### src/rtl/sram_ctrl_pkg.sv
// Shared definitions for the SRAM arbiter: FSM encoding, width defaults and
// requester indices.
package sram_ctrl_pkg;

  typedef enum logic [1:0] {
    ST_IDLE   = 2'd0,
    ST_ACCESS = 2'd1,
    ST_RESP   = 2'd2
  } state_t;

  localparam int ADDR_W_DEF = 6;
  localparam int DATA_W_DEF = 8;

  localparam int REQ_A = 0;
  localparam int REQ_B = 1;

endpackage

### src/rtl/rr_arb2.sv
// Two-way round-robin arbiter. last_grant is the index of the requester
// granted most recently; on a tie the other one wins.
module rr_arb2
  import sram_ctrl_pkg::*;
(
  input  logic [1:0] valid,
  input  logic       last_grant,
  output logic [1:0] grant
);

  always_comb begin
    grant = '0;
    grant[REQ_A] = valid[REQ_A] & (~valid[REQ_B] |  last_grant);
    grant[REQ_B] = valid[REQ_B] & (~valid[REQ_A] | ~last_grant);
  end

endmodule

### src/rtl/sram_arbiter.sv
// Two-requester front end for a single-port SRAM. One transaction in flight:
// IDLE accepts, ACCESS pulses the SRAM, RESP returns the response.
module sram_arbiter
  import sram_ctrl_pkg::*;
#(
  parameter int ADDR_W = ADDR_W_DEF,
  parameter int DATA_W = DATA_W_DEF
) (
  input  logic              clk,
  input  logic              reset,
  input  logic [1:0]        req_valid,
  input  logic [1:0]        req_rw,
  input  logic [ADDR_W-1:0] req_addr0,
  input  logic [ADDR_W-1:0] req_addr1,
  input  logic [DATA_W-1:0] req_wdata0,
  input  logic [DATA_W-1:0] req_wdata1,
  output logic [1:0]        req_ready,
  output logic [1:0]        rsp_valid,
  output logic [DATA_W-1:0] rsp_rdata,
  output logic              mem_enable,
  output logic              mem_rw,
  output logic [ADDR_W-1:0] mem_address,
  output logic [DATA_W-1:0] mem_data_in,
  input  logic [DATA_W-1:0] mem_data_out,
  output logic              busy
);

  state_t     state, state_nxt;
  logic       last_grant;
  logic       owner;
  logic [1:0] grant;
  logic       accept;

  rr_arb2 u_arb (
    .valid      (req_valid),
    .last_grant (last_grant),
    .grant      (grant)
  );

  assign req_ready = (state == ST_IDLE) ? grant : 2'b00;
  assign accept    = |(req_valid & req_ready);

  always_comb begin
    state_nxt = state;
    rsp_valid = '0;
    rsp_rdata = '0;
    busy      = (state != ST_IDLE);
    case (state)
      ST_IDLE:   if (accept) state_nxt = ST_ACCESS;
      ST_ACCESS: state_nxt = ST_RESP;
      ST_RESP: begin
        state_nxt        = ST_IDLE;
        rsp_valid[owner] = 1'b1;
        // SRAM read data is registered, so it is valid during RESP.
        if (mem_rw) rsp_rdata = mem_data_out;
      end
      default:   state_nxt = ST_IDLE;
    endcase
  end

  // The mem_* registers double as the captured request; they hold between
  // transactions and only mem_enable is cleared.
  always_ff @(posedge clk or posedge reset) begin
    if (reset) begin
      state       <= ST_IDLE;
      last_grant  <= 1'b1;
      owner       <= 1'b0;
      mem_enable  <= 1'b0;
      mem_rw      <= 1'b0;
      mem_address <= '0;
      mem_data_in <= '0;
    end else begin
      state      <= state_nxt;
      mem_enable <= accept;
      if (accept) begin
        owner       <= grant[REQ_B];
        last_grant  <= grant[REQ_B];
        mem_rw      <= grant[REQ_B] ? req_rw[REQ_B] : req_rw[REQ_A];
        mem_address <= grant[REQ_B] ? req_addr1     : req_addr0;
        mem_data_in <= grant[REQ_B] ? req_wdata1    : req_wdata0;
      end
    end
  end

endmodule

### config.mk
export PLATFORM = sky130hd
export DESIGN_NAME = sram_arbiter
export DESIGN_NICKNAME = d
export VERILOG_FILES = /design/src/rtl/sram_ctrl_pkg.sv /design/src/rtl/rr_arb2.sv /design/src/rtl/sram_arbiter.sv
export SDC_FILE = /design/constraint.sdc
export NUM_CORES = 1
export LEC_CHECK = 0
export ABC_AREA = 1
export BUFFER_PORTS_ARGS = -buffer_cell sky130_fd_sc_hd__buf_2
export CORE_MARGIN = 1.5
export CORE_UTILIZATION = 42
export DETAILED_ROUTE_END_ITERATION = 16
export HOLD_SLACK_MARGIN = 0.08
export PLACE_DENSITY = 0.79
export SLEW_MARGIN = 20
export SYNTH_ARGS = -nofsm -noshare
export SYNTH_HDL_FRONTEND = slang
export SYNTH_SLANG_ARGS = --single-unit
### constraint.sdc
create_clock -name clk -period 1.5 [get_ports clk]
set_input_delay 0.375 -clock clk [delete_from_list [all_inputs] [get_ports clk]]
set_output_delay 0.375 -clock clk [all_outputs]
set_load 0.005 [all_outputs]
==> qor.yml <==
outcome:
  status: "complete, but fails checks"
  violations: "negative setup slack"
global_route:
  grt_pass1_vias: 1047
  antenna_found_initial: 0
  grt_pass1_wl_um: 4190
  grt_max_degree: 21
  grt.total_usage: 0.191
  grt_overflow: 0
floorplan:
  core_area_um2: 2520
  pin_count: 71
  die_area_um2: 3020
  die_y_um: 54.9
  die_w_um: 54.9
  start_util: 0.449
  rows: 18
worst_setup_path:
  cp-startpoint: "last_grant"
  critPathKind: "register to output port"
  reg2reg_depth: 7
  required_ps: 1120
  cp_cell_sequence: "nand2_2 > nand3_4 > inv_1 > buf_2"
  crit_path_start_kind: "register"
  crit_path_end_kind: "output port"
  worst_path_max_delay_cell: "dfstp_2"
  worst_r2r_endpoint: "mem_data_in[6]"
  critPathArrivalTime_ps: 1180
  critPathMaxStageDelay_ps: 570
  ff2ff_setup_slack_ps: 140
  crit_fanout: 3
  reg2reg_from: "last_grant"
place:
  pre_cts_ws_ps: 163
  dp_hpwl_um: 2040
  portBuffers: 70
  gp_congestion: 0.789
  placed_cell_area_um2: 1480
  dpl.cell_count: 255
clocking:
  clk_path_buf_depth: 2
  cts.reportedPaths.clkPinSlew_ps: 110
  h-tree-depth: 1
  cts_tree: "yes"
  clock-sinks: 20
  clk-insertion-delay-late_ps: 290
  numCtsBuffers: 3
  clockRootBuffer: "clkbuf_4"
yosys:
  synth_cells: 159
  postSynthNetCount: 201
  synth.avg_cell_area_um2: 7.12
  synth_area_um2: 1130
  synth_seq_cells: 20
  yosysUniqueCellTypes: 13
  yosysWarningCount: 0
  synth_seq_area_share: 0.443
route:
  wl_um: 2760
  drcViolationCount: 0
  drt_first_iter_violations: 12
  vias: 1223
  wire_per_inst_um: 10.5
  drt-vias-per-instance: 4.65
  drt-pass1-iter-count: 4
  antenna_left: 0
timing:
  skew_ps: 5.04
  period_minus_slack_ps: 1560
  worst_pin_slew_ps: 286
  worst_slack_ps: -55.5
  setup_viol: 3
  finalCritPeriodShare: 1.04
  fmax_mhz: 643
  max_slew_margin: 0.809
  grt_setup_unrepaired: "yes"
  fin_setup_tns_ps: -99.9
  slew_viol_final: 0
  hold_viol_final: 0
final_layout:
  fin_nets: 276
  syn_to_final_growth_pct: 40.8
  antennaDiodeCount: 0
  stdcell_count: 263
  fin_area_um2: 1590
  drive_gt1_frac: 0.433
  fill_cells: 246
power_and_ir_drop:
  vdd_ir_drop_max_mv: 0.874
  power_density_nw_per_um2: 1600
  leakage_uw: 0.000979
run:
  drv_cap: 0
hold_path:
  hp-class: "input port to register"
  hp-start: "req_wdata0[4]"
  min_to: "mem_data_in[4]"
  hold_depth: 5
-- cell usage after synthesis --
cell type / n / area (um^2)
buf_2: 2 / 10.0
buf_4: 3 / 22.5
buf_6: 4 / 45.0
clkbuf_1: 1 / 3.75
dfrtp_1: 19 / 475
dfstp_2: 1 / 26.3
inv_1: 7 / 26.3
nand2_1: 75 / 282
nand2_2: 3 / 18.8
nand3_1: 30 / 150
nand3_2: 2 / 20.0
nor2_1: 11 / 41.3
nor2_4: 1 / 11.3
-- layer usage --
metal	up-vias	wire, um	track usage
met5	-	0	0
met4	0	19	0.0691
met3	2	201	0.0242
met2	53	1390	0.353
met1	523	1150	0.225
li1	645	-	-
-- kinds of logic after synthesis --
family / Yosys count / share of synthesized area
and+or+nand+nor: 122 / 0.462
DFF: 20 / 0.443
buffers and inverters: 17 / 0.0950
-- state kept, by name, summed over array words and instances (netlist names) --
signal,flops
mem_enable,1
mem_address,6
last_grant,1
mem_rw,1
owner,1
state,2
mem_data_in,8
-- area by class of cell --
class                   instances  area, um^2  area share
clock buffers                   4        26.3      0.0165
repair buffers                 80         434       0.272
flip-flops and latches         20         504       0.316
multi-input cells             122         566       0.355
inverters                       7        26.3      0.0165
well taps                      30        37.5      0.0235
-- how the worst max path moves through the flow --
| stage | to | slack (ps) | cells after the start |
|---|---|---|---|
| after floorplan | req_ready[1] | 110 | 5 |
| after global placement | req_ready[0] | 180 | 5 |
| after detailed placement | req_ready[0] | 160 | 5 |
| after CTS | req_ready[0] | -60 | 5 |
| after global routing | rsp_rdata[6] | -110 | 4 |
| final | req_ready[1] | -60 | 4 |
-- metrics by stage --
| step | hold WS, ps | util | total power, uW |
|---|---|---|---|
| 2_1_floorplan | 338 | - | 1750 |
| 3_3_place_gp | 404 | 0.588 | 2130 |
| 3_5_place_dp | 408 | 0.588 | 2150 |
| 4_1_cts | 358 | 0.619 | 2500 |
| 5_1_grt | 366 | 0.632 | 2800 |
| 6_report | 362 | 0.632 | 2540 |
-- what timing repair did --
item,CTS,global route
pin swaps,2,0
endpoints found under the hold margin,1,0
hold buffers,1,0
gates resized for setup,7,10
buffers inserted,2,1
setup endpoints to repair,12,13
cloned,0,0
-- placed cells by master, fill, tap and decap left out, types with 2 or more instances in the layout --
cell      netlist  final
inv_1           7      4
nor2_1         11      6
dfrtp_2         0      2
clkbuf_4        0      3
nand3_1        30     30
buf_4           3      9
nand2_1        75     73
nand2_2         3      4
nor2_4          1      2
inv_2           0      3
dfrtp_1        19     17
buf_2           2     69
nand3_4         0      2
nor2_2          0      4
-- power by group --
part	internal, uW	switching [uW]	total (uW)
clock	103	155	258
combinational	575	717	1290
sequential	810	182	992
total	1490	1050	2540
-- critical path, delay by kind of cell, from the launching register on --
family	cells	cell delay, ps
buf+inv	2	150
flops	1	570
simple gates	2	180
(Power assumes the default switching activity.)
